===== src/rtl/vsd_stim_seq.sv =====
// Power-up stimulus sequencer: delay, SoC reset pulse, enable ramp, then counted reference-clock run.
// Optional per-reload period jitter from an 8-bit LFSR when STIM_JITTER_EN is defined.
//
// state  | meaning
// IDLE   | outputs at rest, waiting for start
// WAIT   | counting RST_DLY cycles before the SoC reset pulse
// RST    | soc_reset high for RST_LEN cycles
// EN_VCO | VCO enabled, charge pump still off (one cycle)
// RUN    | all channels toggling until RUN_TOGGLES channel-0 toggles
// DONE   | outputs held, done sticky, start restarts
module vsd_stim_seq #(
    parameter int NCH         = 2,
    parameter int DIVW        = 8,
    parameter int RST_DLY     = 20,
    parameter int RST_LEN     = 100,
    parameter int RUN_TOGGLES = 600,
    parameter int CNTW        = 16
) (
    input  logic                 CLK,
    input  logic                 reset,
    input  logic                 start,
    input  logic [NCH*DIVW-1:0]  half_per,
    output logic [NCH-1:0]       ref_out,
    output logic                 soc_reset,
    output logic                 ENb_CP,
    output logic                 ENb_VCO,
    output logic                 busy,
    output logic                 done,
    output logic [CNTW-1:0]      toggle_cnt
);
    typedef enum logic [2:0] {IDLE, WAIT, RST, EN_VCO, RUN, DONE} state_t;

    localparam int DLYW = $clog2((RST_DLY > RST_LEN ? RST_DLY : RST_LEN) + 1);
    localparam logic [DIVW:0] CNT_ONE = (DIVW+1)'(1);

    state_t          state;
    logic [DLYW-1:0] dly;
    logic [DIVW-1:0] hp_q [NCH];
    logic [DIVW:0]   cnt  [NCH];
    logic            jit;

`ifdef STIM_JITTER_EN
    logic [7:0] lfsr;
    assign jit = lfsr[0];
`else
    assign jit = 1'b0;
`endif

    // A programmed half-period of zero behaves as one cycle.
    function automatic logic [DIVW:0] hp_eff(input logic [DIVW-1:0] hp);
        return (hp == '0) ? CNT_ONE : {1'b0, hp};
    endfunction

    always_ff @(posedge CLK) begin
        if (reset) begin
            state      <= IDLE;
            dly        <= '0;
            ref_out    <= '0;
            soc_reset  <= 1'b0;
            ENb_CP     <= 1'b1;
            ENb_VCO    <= 1'b1;
            busy       <= 1'b0;
            done       <= 1'b0;
            toggle_cnt <= '0;
            for (int i = 0; i < NCH; i++) begin
                cnt[i]  <= '0;
                hp_q[i] <= '0;
            end
`ifdef STIM_JITTER_EN
            lfsr <= 8'hA5;
`endif
        end else begin
            case (state)
                IDLE, DONE: begin
                    if (start) begin
                        state      <= WAIT;
                        dly        <= DLYW'(RST_DLY - 1);
                        busy       <= 1'b1;
                        done       <= 1'b0;
                        ref_out    <= '0;
                        toggle_cnt <= '0;
                        ENb_CP     <= 1'b1;
                        ENb_VCO    <= 1'b1;
                    end
                end
                WAIT: begin
                    if (dly == '0) begin
                        state     <= RST;
                        dly       <= DLYW'(RST_LEN - 1);
                        soc_reset <= 1'b1;
                    end else begin
                        dly <= dly - DLYW'(1);
                    end
                end
                RST: begin
                    if (dly == '0) begin
                        state     <= EN_VCO;
                        soc_reset <= 1'b0;
                        ENb_VCO   <= 1'b0;
                    end else begin
                        dly <= dly - DLYW'(1);
                    end
                end
                EN_VCO: begin
                    state  <= RUN;
                    ENb_CP <= 1'b0;
                    for (int i = 0; i < NCH; i++) begin
                        hp_q[i] <= half_per[i*DIVW +: DIVW];
                        cnt[i]  <= hp_eff(half_per[i*DIVW +: DIVW]);
                    end
`ifdef STIM_JITTER_EN
                    lfsr <= 8'hA5;
`endif
                end
                RUN: begin
                    if (toggle_cnt == CNTW'(RUN_TOGGLES)) begin
                        state <= DONE;
                        busy  <= 1'b0;
                        done  <= 1'b1;
                    end else begin
                        // Reloads use the LFSR value from before this cycle's advance.
                        for (int i = 0; i < NCH; i++) begin
                            if (cnt[i] == CNT_ONE) begin
                                ref_out[i] <= ~ref_out[i];
                                cnt[i]     <= hp_eff(hp_q[i]) + {{DIVW{1'b0}}, jit};
                            end else begin
                                cnt[i] <= cnt[i] - CNT_ONE;
                            end
                        end
                        if (cnt[0] == CNT_ONE) begin
                            toggle_cnt <= toggle_cnt + CNTW'(1);
`ifdef STIM_JITTER_EN
                            lfsr <= {lfsr[6:0], lfsr[7] ^ lfsr[5] ^ lfsr[4] ^ lfsr[3]};
`endif
                        end
                    end
                end
                default: state <= IDLE;
            endcase
        end
    end
endmodule

===== config.mk =====
export PLATFORM = sky130hd
export DESIGN_NAME = vsd_stim_seq
export DESIGN_NICKNAME = d
export VERILOG_FILES = /design/src/rtl/vsd_stim_seq.sv
export SDC_FILE = /design/constraint.sdc
export NUM_CORES = 1
export LEC_CHECK = 0
export ABC_AREA = 0
export BUFFER_PORTS_ARGS = -buffer_cell sky130_fd_sc_hd__buf_2
export CORE_ASPECT_RATIO = 1.4
export CORE_MARGIN = 5
export CORE_UTILIZATION = 58
export DETAILED_ROUTE_END_ITERATION = 7
export PLACE_DENSITY = 0.79
export SLEW_MARGIN = 10
export SYNTH_ARGS = -nofsm -noshare
export SYNTH_HDL_FRONTEND = slang
export SYNTH_SLANG_ARGS = --single-unit

===== constraint.sdc =====
create_clock -name CLK -period 2.9 [get_ports CLK]
set_clock_uncertainty 0.15 [all_clocks]
set_input_delay 0.29 -clock CLK [delete_from_list [all_inputs] [get_ports CLK]]
set_output_delay 0.29 -clock CLK [all_outputs]
set_load 0.05 [all_outputs]

# After elaboration in Yosys (flattened, before gate mapping)

Memory sizes are Yosys's and may differ from the RTL's.
Index checks and enable logic that the tools add are counted.

Register bits after elaboration: 33
Memory bits (writable): 34
Input bits: 19
Output and inout port bits: 23
Word-level logic and storage cells: 128
Memories kept: 2

$add $sub $neg: 4
Eq/ne operators: 16
Mux-type cells: 66
Bitwise operators: 10
Reductions and logical operators: 20

Memory list:

| memory | words | width | rd ports | clocked after memory_dff | write ports | RTL line | text |
|---|---|---|---|---|---|---|---|
| cnt    | 2     | 9     | 2        | 0                        | 2           | 39       | `logic [DIVW:0] cnt [NCH];` |
| hp_q   | 2     | 8     | 2        | 0                        | 2           | 38       | `logic [DIVW-1:0] hp_q [NCH];` |

Operators with widths:

| kind                  | count |
|---|---|
| $mux 9                | 6 |
| $mux 16               | 3 |
| $mux 8                | 6 |
| $mux 1                | 33 |
| $logic_not 8->1       | 4 |
| $pmux 16 s2           | 1 |
| $mux 7                | 3 |
| $pmux 7 s3            | 1 |
| $eq 9x1->1 const B    | 2 |
| $sub 9x1->9 const B   | 2 |
| $add 16x1->16 const B | 1 |
| $eq 16x10->1 const B  | 1 |
| $ne 2x2->1 const B    | 8 |
| $pmux 3 s5            | 1 |
| $mux 3                | 4 |
| $reduce_and 3->1      | 4 |
| $reduce_and 4->1      | 3 |
| $pmux 1 s2            | 5 |
| $or 1x1->1            | 8 |
| $reduce_bool 2->1     | 4 |
| $logic_not 7->1       | 1 |
| $sub 7x1->7 const B   | 1 |
| $eq 3x2->1 const B    | 2 |
| $eq 3x3->1 const B    | 2 |
| other kinds (8)       | 10 |

# Logic depth before layout (Yosys ltp)

Gate-level depths: netlist (run 1).
An unclocked memory read counts as a cell.

Word-level depth: 9
Depth in mapped cells: 9
Gate-level depth less buffers: 7

# Least setup slack after synthesis (run 1)

Ideal clock, no wire load.

Kind: register -> register
Start: reg toggle_cnt[0]
End: mem cnt[1][3] (netlist bit), data pin
Library setup time: 0.271 ns
Data arrival time: 1.989 ns
Setup slack: 0.490 ns
Cell stages (with the launch flop): 9
Path buffers: 1
Clock period less this slack: 2.410 ns
Cells stage by stage: dfxtp_1 inv_1 ha_1 nor4bb_1 nand4_1 nor3b_1 and2_1 clkbuf_1 a22oi_1

RTL lines:

| element                  | RTL line | text |
|---|---|---|
| start: declaration       | 29       | `output logic [CNTW-1:0] toggle_cnt` |
| start signal: assignment | 131      | `toggle_cnt <= toggle_cnt + CNTW'(1);` |
| end: declaration         | 39       |  |

==> results of run 1 <==
==> through the flow <==
stage / util / hold slack [ns]
after floorplan: - / 0.327
after global placement: 0.647 / 0.301
after detailed placement: 0.647 / 0.308
after CTS: 0.676 / 0.0693
after global routing: 0.676 / 0.0669
final: 0.676 / 0.0724
==> cell type report <==
| cell class | count | share of cell area |
|---|---|---|
| inverter | 19 | 0.0179 |
| clock inverter | 6 | 0.0103 |
| tap | 70 | 0.0219 |
| timing repair buffer | 46 | 0.0608 |
| multi-input combinational | 284 | 0.436 |
| sequential | 67 | 0.421 |
| clock buffer | 10 | 0.0320 |
==> flip-flops by register name, indices dropped and copies added, names as in the netlist <==
name and flops:
dly 7, state 3, ref_out 2, busy 1, toggle_cnt 16, ENb_CP 1, hp_q 16, soc_reset 1
done 1, cnt 18, ENb_VCO 1
==> per-layer routing <==
layer  vias to the layer above  wire length (µm)  global-route usage
li1                       1497                 -                   -
met1                      1456              3230               0.237
met2                        75              4060               0.372
met3                        19               422              0.0586
met4                         0               208               0.109
met5                         -                 0                   0
==> synth_stat cells, types with 2 or more instances <==
cell,n,share of area
a21o_1,3,0.0063
a21oi_1,29,0.041
a22oi_1,7,0.015
a31oi_1,3,0.0053
and2_1,12,0.021
and3_1,6,0.011
buf_1,2,0.0021
buf_2,6,0.0084
clkbuf_1,7,0.0074
dfxtp_1,33,0.19
edfxtp_1,34,0.29
ha_1,8,0.028
inv_1,19,0.020
mux2i_1,3,0.0084
nand2_1,30,0.032
nand2b_1,7,0.012
nand3_1,14,0.020
nand4_1,3,0.0053
nor2_1,29,0.031
nor2b_1,2,0.0035
nor3_1,13,0.018
nor3b_1,4,0.0084
nor4_1,7,0.012
nor4b_1,3,0.0074
o211ai_1,3,0.0063
o21ai_0,28,0.039
o21bai_1,6,0.013
o31ai_1,5,0.011
or2_2,2,0.0035
or3_1,13,0.023
or4_1,10,0.021
xnor2_1,9,0.022
xor2_1,8,0.020
==> logic make-up (layout without fill, tap and decap cells) <==
group,count (synthesis),count (layout),share of synthesized area
AND/OR/NAND/NOR,161,161,0.246
buffers and inverters,34,81,0.0380
multiplexers,4,4,0.0116
adder cells (fa/ha/maj),9,9,0.0310
flip-flops,67,67,0.473
XOR/XNOR,17,17,0.0419
AO/OA/AOI/OAI,93,93,0.159
==> report_power, final <==
| part | internal (W) | switching, W |
|---|---|---|
| clock | 0.000310 | 0.000379 |
| sequential | 0.00110 | 0.000110 |
| combinational | 0.000266 | 0.000415 |
==> worst min path at each step <==
stage            startpoint     endpoint  slack, ns  cells after the start
2_1_floorplan  half_per[11]  hp_q[0][11]       0.33                      2
3_3_place_gp         ENb_CP       ENb_CP       0.30                      2
3_5_place_dp         ENb_CP       ENb_CP       0.31                      2
4_1_cts         half_per[0]   hp_q[0][0]       0.07                      2
5_1_grt         half_per[8]   hp_q[0][8]       0.07                      2
6_report        half_per[8]   hp_q[0][8]       0.07                      2
==> metrics.md, run 1 <==
| Metric | Value |
|---|---|
| Crit path from | `cnt[0][1]` |
| DR WL/cell | `15.8 µm` |
| Number of antenna violations at the first check in global routing | `0` |
| DR vias/cell | `6.07` |
| Critical path type | `reg -> reg` |
| Fill cells | `510` |
| Hold Path Class | `in -> reg` |
| Placed Area | `0.00382 mm²` |
| Clock tree buffer depth | `2` |
| Slowest stage delay, CP | `0.50 ns` |
| Die area | `around 0.0078 mm²` |
| Net count after synthesis | `412` |
| Static Leak | `~1.6 nW` |
| Syn. warnings | `0` |
| Nets | `454` |
| Final setup violating endpoints | `0` |
| Placed Cells | `486` |
| Post-synth ARST share | `0` |
| Largest delay share family, worst path | `simple AND/OR/NAND/NOR gates` |
| P&R area growth vs syn | `12.2%` |
| Commonest cells after routing, fill and taps aside | `41 x buf_2, 34 x edfxtp_1, 33 x dfxtp_1, 30 x nand2_1` |
| Slew Viols, Final | `0` |
| DIE HEIGHT | `103 µm` |
| RR Startpoint | `cnt[0][1]` |
| CTS tree | `done` |
| Area of the multi-input gates | `0.00174 mm²` |
| Slew margin rel. | `0.663` |
| EDFF count, synth | `34` |
| Row cnt | `33` |
| Worst EP required | `3.04 ns` |
| Core box area | `0.00590 mm²` |
| Initial Util | `0.602` |
| Finished Layout Cells | `roughly 500` |
| Post-cts sizing count | `0` |
| Final Power | `between 0.002 and 0.003 W` |
| GR Util All Layers | `0.212` |
| Cells along the critical path | `inv_1 > ha_1 > or4b_4 > o21ai_2 > o211ai_2 > buf_4 > or3_1 > a21oi_1` |
| Grt ovf | `0` |
| Vias in the first global route | `3115` |
| Post-route DRC violation count | `0` |
| Period Utilization, post-route | `0.892` |
| Num Clock Sinks | `67` |
| Final worst setup slack | `0.315 ns` |
| Total CTS buffers | `9` |
| Fmax | `just under 400 MHz` |
| Worst path bufs/invs | `2` |
| Placer Congestion | `0.841` |
| RSZ-0062 raised after global routing | `false` |
| Worst R2R Path Depth | `8` |
| Initial DRC count | `176` |
| Max rail drop VDD | `0.410 mV` |
| Max Cap Violations | `0` |
| Routed wire length | `slightly below 8000 µm` |
| Status | `finished, final reports clean` |
| First-pass GRT wire length | `13600 µm` |
| Largest net degree at the start of global routing | `21` |
| Root Buffer Master | `clkbuf_8` |
| Synth Register Bits | `67` |
| R2R Setup Slk | `between 0.3 and 0.4 ns` |
| Critical path depth | `8` |
| Routed Antenna Nets | `0` |
| Port Buf Inserts | `41` |
| Critical path launch point type | `register` |
| Setup TNS | `0 ns` |
| R2R Path End | `toggle_cnt[13]` |
| Mapped Avg Cell Area | `roughly 9.2 µm²` |
| Clock transition at the registers of the reported paths | `0.08 ns` |
| Top FF cell, synth | `edfxtp_1` |
| Mapped Area | `0.00356 mm²` |
| Final instance area | `between 0.003 and 0.004 mm²` |
| Sequential area share after synthesis | `0.473` |
| Post-synthesis cell type count | `50` |
| CP arrival | `2.72 ns` |
| Slew @ Worst Pin | `~0.50 ns` |
| Worst-skew pair later-pin latency | `0.35 ns` |
| Layout cells sized above 1 | `0.160` |
| Routed vias | `3047` |
| Antenna cell count | `0` |
| Io pins | `42` |
| Reg area | `0.00168 mm²` |
| Die width | `between 70 and 80 µm` |
| CP max-delay cell | `or4b_4` |
| Critical Path End | `toggle_cnt[13]` |
| Post-CTS Setup Bufs | `0` |
| H-tree levels | `3` |
| PD cells | `645 mW/mm²` |
| Final hold vios | `0` |
| CTS Hold Buffers Added | `0` |
| Commonest non-fill, non-tap cell in the layout | `buf_2` |
| Worst Path Max Fanout | `13` |
| CP endpoint kind | `register` |
| Drt first pass iters | `4` |
| Dpl ws | `between 0.3 and 0.4 ns` |
| Syn Inst Count | `385` |
| Min Tclk post-route | `around 2.6 ns` |
| Hpwl dp | `around 5800 µm` |
Note: power is estimated with default switching activity, not from simulation.
==> run 2, diff against run 1 <==
--- a/config.mk
+++ b/config.mk
@@ -10,7 +10,6 @@
 export CORE_ASPECT_RATIO = 1.4
 export CORE_MARGIN = 5
-export CORE_UTILIZATION = 58
+export CORE_UTILIZATION = 41
 export DETAILED_ROUTE_END_ITERATION = 7
-export PLACE_DENSITY = 0.79
 export SLEW_MARGIN = 10
 export SYNTH_ARGS = -nofsm -noshare
==> constraint.sdc (replaced) <==
create_clock -name CLK -period 2.9 [get_ports CLK]
set_clock_uncertainty 0.15 [all_clocks]
set_input_delay 0.145 -clock CLK [delete_from_list [all_inputs] [get_ports CLK]]
set_output_delay 0.145 -clock CLK [all_outputs]
set_load 0.05 [all_outputs]
==> run 2 against run 1 <==
Cell count up 10%. Core utilization down 17 points. Sequential share of layout area down 3.4 points. Sequential cell count unchanged. Setup slack worse by 0.020 ns. Die area up 36%. Via count down 1.7%. Routed wire length up 0.64%. Cell area up 8.8%. Maximum frequency down 0.77%. Non-clock buffer count up 16. Largest power group unchanged. Register-to-register slack worse by 0.02 ns.
==> metrics.md, run 2 (synthesis results as in run 1) <==
| Metric | Value |
|---|---|
| Status | `finished, final reports clean` |
| Final setup violating endpoints | `0 (unchanged)` |
| Static Leak | `1.78 nW (+8.9%)` |
| Fmax | `384 MHz (-0.77%)` |
| Combinational fraction of design power | `0.226 (-0.038)` |
| CP arrival | `2.72 ns (about the same)` |
| Flop pwr share | `0.394 (-0.074)` |
| R2R Path End | `toggle_cnt[13]` |
| Io pins | `42 (unchanged)` |
| Slew @ Worst Pin | `0.655 ns (+0.152 ns)` |
| H-tree levels | `3 (unchanged)` |
| Crit path from | `cnt[0][1]` |
| Largest delay share family, worst path | `simple AND/OR/NAND/NOR gates` |
| DR WL/cell | `14.4 µm (-8.6%)` |
| Reg area | `0.00168 mm² (unchanged)` |
| Critical path launch point type | `register` |
| CP endpoint kind | `register` |
| Post-CTS Setup Bufs | `0 (unchanged)` |
| Placer Congestion | `0.784 (-6.8%)` |
| Vias in the first global route | `2990 (-4.0%)` |
| Fill cells | `806 (+58%)` |
| Routed wire length | `7970 µm (+0.64%)` |
| Slew margin rel. | `0.562 (-0.101)` |
| Hpwl dp | `5800 µm (+0.34%)` |
| Antenna cell count | `0 (unchanged)` |
| Slowest stage delay, CP | `0.49 ns (about the same)` |
| Grt ovf | `0 (unchanged)` |
| P&R area growth vs syn | `22.2%` |
| Worst path bufs/invs | `2 (unchanged)` |
| Num Clock Sinks | `67 (unchanged)` |
| Sw Share | `0.302 (-0.0486)` |
| DR vias/cell | `5.42 (-11%)` |
| Row cnt | `40 (+21%)` |
| Post-cts sizing count | `0 (unchanged)` |
| Clock Power Share | `0.380 (+0.112)` |
| CTS tree | `done` |
| Pint | `0.00213 W (+27%)` |
| Initial DRC count | `125 (-29%)` |
| RSZ-0062 raised after global routing | `false` |
| Layout cells sized above 1 | `0.158 (-0.00124)` |
| Initial Util | `0.418 (-0.184)` |
| Slew Viols, Final | `0 (unchanged)` |
| Number of antenna violations at the first check in global routing | `0 (unchanged)` |
| Port Buf Inserts | `41 (unchanged)` |
| Largest Register | `cnt` |
| DIE HEIGHT | `120 µm (+17%)` |
| Max reg flops | `18 (unchanged)` |
| Routed Antenna Nets | `0 (unchanged)` |
| Critical Path End | `toggle_cnt[13]` |
| Setup TNS | `0 ns (unchanged)` |
| Die width | `88.7 µm (+16%)` |
| First-pass GRT wire length | `13700 µm (+0.96%)` |
| Clock tree buffer depth | `2 (unchanged)` |
| Min Tclk post-route | `2.61 ns (+0.0201 ns)` |
| Switching power total | `0.000922 W (+2.0%)` |
| Cells along the critical path | `inv_1 > ha_1 > or4b_4 > o21ai_2 > o211ai_2 > buf_4 > or3_1 > a21oi_1` |
| Area of the multi-input gates | `0.00174 mm² (unchanged)` |
| Die area | `0.0107 mm² (+36%)` |
| Worst R2R Path Depth | `8 (unchanged)` |
| PD cells | `702 mW/mm² (+8.8%)` |
| CP max-delay cell | `or4b_4` |
| Critical path depth | `8 (unchanged)` |
| Worst Path Max Fanout | `13 (unchanged)` |
| Largest net degree at the start of global routing | `21 (unchanged)` |
| R2R Setup Slk | `0.29 ns (-0.02 ns)` |
| Top Registers | `cnt x18, hp_q x16, toggle_cnt x16` |
| Nets | `470 (+3.5%)` |
| CTS Hold Buffers Added | `16 (+16)` |
| Commonest non-fill, non-tap cell in the layout | `buf_2` |
| Period Utilization, post-route | `0.898 (+0.00692)` |
| Max Cap Violations | `0 (unchanged)` |
| Core box area | `0.00851 mm² (+44%)` |
| Critical path type | `reg -> reg` |
| Worst-skew pair later-pin latency | `0.33 ns (-0.02 ns)` |
| Root Buffer Master | `clkbuf_16` |
| Final hold vios | `0 (unchanged)` |
| Commonest cells after routing, fill and taps aside | `41 x buf_2, 34 x edfxtp_1, 33 x dfxtp_1, 30 x nand2_1` |
| Worst EP required | `3.01 ns (-0.03 ns)` |
| Max rail drop VDD | `0.366 mV (-11%)` |
| Routed vias | `2996 (-1.7%)` |
| Clock transition at the registers of the reported paths | `0.06 ns (-0.02 ns)` |
| Post-route DRC violation count | `0 (unchanged)` |
| Total CTS buffers | `9 (unchanged)` |
| RR Startpoint | `cnt[0][1]` |
| Final Hold Slack | `0.0550 ns (-0.0174 ns)` |
| GR Util All Layers | `0.164 (-0.0484)` |
| Drt first pass iters | `4 (unchanged)` |
| Hold Path Class | `in -> reg` |
-- run 2: changes by cell type in the layout (fill, tap and decap cells not counted), sizes merged --
cell         previous run  this run
dlygate4sd3             0        16
bufinv                  0         2
clkinv                  3         5
clkinvlp                2         0
clkbuf                 10         9
inv                    20        19
-- run 2: worst reg2reg max path, cell delays in order (launching register included) --
cell      delay (ns)
edfxtp_1        0.40
inv_1           0.10
ha_1            0.16
or4b_4          0.49
o21ai_2         0.23
o211ai_2        0.24
buf_4           0.26
or3_1           0.36
a21oi_1         0.14
-- run 2: final cells by class --
| class | count | area share |
|---|---|---|
| Clock buffer | 9 | 0.0518 |
| Clock inverter | 7 | 0.0213 |
| Inverter | 19 | 0.0164 |
| Multi-Input combinational cell | 284 | 0.400 |
| Sequential cell | 67 | 0.387 |
| Tap cell | 105 | 0.0302 |
| Timing Repair Buffer | 62 | 0.0927 |
-- run 2: how the worst min path moves through the flow --
stage	startpoint	depth (start not counted)	end	slack, ns
finish	reset	2	busy	0.05
floorplan	half_per[11]	2	hp_q[0][11]	0.18
detailed placement	half_per[0]	2	hp_q[0][0]	0.30
CTS	reset	2	busy	0.05
global route	reset	2	busy	0.09
global placement	half_per[0]	2	hp_q[0][0]	0.29
-- run 2: metal layers --
layer | vias up | track usage | routed length, µm
li1 | 1525 | - | -
met2 | 51 | 0.268 | 3880
met4 | 0 | 0.0756 | 219
met3 | 18 | 0.0498 | 353
met1 | 1402 | 0.193 | 3510
met5 | - | 0 | 0
-- run 2: metrics by stage --
stage	instance area [µm²]	total power, W	std cells	utilization	setup WS (ns)
after floorplan	3560	0.00174	385	-	0.490
after global placement	3870	0.00188	521	0.454	0.406
after detailed placement	3870	0.00190	521	0.454	0.296
after CTS	4340	0.00308	553	0.511	0.281
after global routing	4340	0.00323	553	0.511	0.146
final	4340	0.00305	553	0.511	0.295
-- run 2: power groups by stage --
stage	clock [W]	sequential, W	combinational, W
global route	0.00123	0.00122	0.000780
global placement	0	0.00122	0.000665
detailed placement	0	0.00122	0.000677
CTS	0.00118	0.00120	0.000698
finish	0.00116	0.00120	0.000690
floorplan	0	0.00124	0.000499
==> run 3, diff against run 2 <==
- CTS_BUF_LIST: unset -> sky130_fd_sc_hd__clkbuf_4 sky130_fd_sc_hd__clkbuf_8
==> run 3 against run 2 <==
Core utilization shrank 1.2 points. Combinational power is essentially flat. Highest routed layer unchanged. Register-to-register slack is essentially flat. Cell count is the same. Maximum frequency grew 0.16%.
==> metrics.md, run 3 (synthesis results as in run 1) <==
| Metric | Value |
|---|---|
| CP arrival | `2.73 ns (about the same)` |
| Routed Antenna Nets | `0 (unchanged)` |
| DR WL/cell | `14.4 µm (+0.20%)` |
| Post-route DRC violation count | `0 (unchanged)` |
| Final worst setup slack | `0.299 ns (+0.00428 ns)` |
| Routed wire length | `7990 µm (+0.20%)` |
| Top Registers | `cnt x18, hp_q x16, toggle_cnt x16` |
| Clock tree buffer depth | `2 (unchanged)` |
| Placer Congestion | `0.784 (unchanged)` |
| R2R Setup Slk | `0.30 ns (about the same)` |
| Area of the multi-input gates | `0.00174 mm² (unchanged)` |
| Worst Path Max Fanout | `13 (unchanged)` |
| Max rail drop VDD | `0.335 mV (-8.4%)` |
| Routed vias | `2980 (-0.53%)` |
| First-pass GRT wire length | `13600 µm (-0.61%)` |
| Initial DRC count | `160 (+28%)` |
| Slew margin rel. | `0.570 (+0.00816)` |
| Clock transition at the registers of the reported paths | `0.07 ns (about the same)` |
| Fill cells | `822 (+2.0%)` |
| Port Buf Inserts | `41 (unchanged)` |
| Final instance area | `0.00424 mm² (-2.3%)` |
| Max reg flops | `18 (unchanged)` |
| Core box area | `0.00851 mm² (unchanged)` |
| Grt ovf | `0 (unchanged)` |
| Worst-skew pair later-pin latency | `0.35 ns (+0.02 ns)` |
| Period Utilization, post-route | `0.897 (-0.00148)` |
| Layout cells sized above 1 | `0.158 (unchanged)` |
| Slew Viols, Final | `0 (unchanged)` |
| DR vias/cell | `5.39 (-0.53%)` |
| Final Util | `0.499 (-0.0119)` |
| GR Util All Layers | `0.161 (-0.00239)` |
| Status | `finished, final reports clean` |
| Static Leak | `1.73 nW (-2.6%)` |
| Antenna cell count | `0 (unchanged)` |
| Row cnt | `40 (unchanged)` |
| Initial Util | `0.418 (unchanged)` |
| Total CTS buffers | `9 (unchanged)` |
| Num Clock Sinks | `67 (unchanged)` |
| Fmax | `384 MHz (+0.16%)` |
| Io pins | `42 (unchanged)` |
| Largest Register | `cnt` |
| Max Cap Violations | `0 (unchanged)` |
| CP endpoint kind | `register` |
| Slew @ Worst Pin | `0.643 ns (-0.0122 ns)` |
| Commonest non-fill, non-tap cell in the layout | `buf_2` |
| PD cells | `646 mW/mm² (-7.9%)` |
| Nets | `470 (unchanged)` |
| Root Buffer Master | `clkbuf_8` |
| Commonest cells after routing, fill and taps aside | `41 x buf_2, 34 x edfxtp_1, 33 x dfxtp_1, 30 x nand2_1` |
| Critical path launch point type | `register` |
| Worst EP required | `3.03 ns (+0.02 ns)` |
| Placed Area | `0.00387 mm² (unchanged)` |
| P&R area growth vs syn | `19.3%` |
| Setup TNS | `0 ns (unchanged)` |
| Largest net degree at the start of global routing | `21 (unchanged)` |
| Min Tclk post-route | `2.60 ns (-0.00428 ns)` |
| Reg area | `0.00168 mm² (unchanged)` |
| Hpwl dp | `5800 µm (unchanged)` |
| CTS tree | `done` |
| RSZ-0062 raised after global routing | `false` |
| Die area | `0.0107 mm² (unchanged)` |
| Number of antenna violations at the first check in global routing | `0 (unchanged)` |
| DIE HEIGHT | `120 µm (unchanged)` |
| Drt first pass iters | `4 (unchanged)` |
| Final setup violating endpoints | `0 (unchanged)` |
| Vias in the first global route | `3000 (+0.33%)` |
| Dpl ws | `0.296 ns (unchanged)` |
| H-tree levels | `3 (unchanged)` |
| Final hold vios | `0 (unchanged)` |
| Hold Path Class | `in -> reg` |
| Critical path type | `reg -> reg` |
| Die width | `88.7 µm (unchanged)` |
run 3: changes by cell type in the layout (fill, tap and decap cells not counted):
cell / delta
clkbuf_8: +9
clkbuf_16: -9
run 3: critical path: stages (launching register included):
cell	delay [ns]
edfxtp_1	0.41
inv_1	0.10
ha_1	0.16
or4b_4	0.49
o21ai_2	0.22
o211ai_2	0.24
buf_4	0.26
or3_1	0.35
a21oi_1	0.14
run 3: stage by stage:
step                hold slack [ns]  std cells  power (W)
global placement              0.290        521    0.00188
CTS                          0.0291        553    0.00277
floorplan                     0.182        385    0.00174
global route                 0.0721        553    0.00291
finish                       0.0347        553    0.00274
detailed placement            0.299        521    0.00190
run 3: worst paths after layout:
check,startpoint,to,depth (start not counted)
max reg2reg,cnt[0][1],toggle_cnt[13],8
max,cnt[0][1],toggle_cnt[13],8
min reg2reg,ENb_CP,ENb_CP,2
min,reset,busy,2
run 3: final cells by class:
cell class | instances | share of cell area
clock buffer | 9 | 0.0292
clock inverter | 7 | 0.0218
sequential | 67 | 0.396
timing repair buffer | 62 | 0.0950
inverter | 19 | 0.0168
tap | 105 | 0.0310
multi-input combinational | 284 | 0.410
run 3: power by group:
part | internal, W | total (W) | switching, W
registers | 0.00110 | 0.00120 | 0.000105
logic | 0.000280 | 0.000691 | 0.000411
clock network | 0.000482 | 0.000851 | 0.000369
run 3: metal layers:
layer | share of wire | wire [µm] | GRT usage | vias up
met5 | 0 | 0 | 0 | -
met4 | 0.031 | 244 | 0.0870 | 0
met3 | 0.041 | 328 | 0.0334 | 19
met2 | 0.48 | 3870 | 0.266 | 56
met1 | 0.44 | 3540 | 0.192 | 1384
li1 | - | - | - | 1521
run 3: timing repair:
item,4_1_cts,5_1_grt
resized for setup,0,0
buffers inserted,0,0
hold buffers,16,0
hold endpoints to repair,16,0
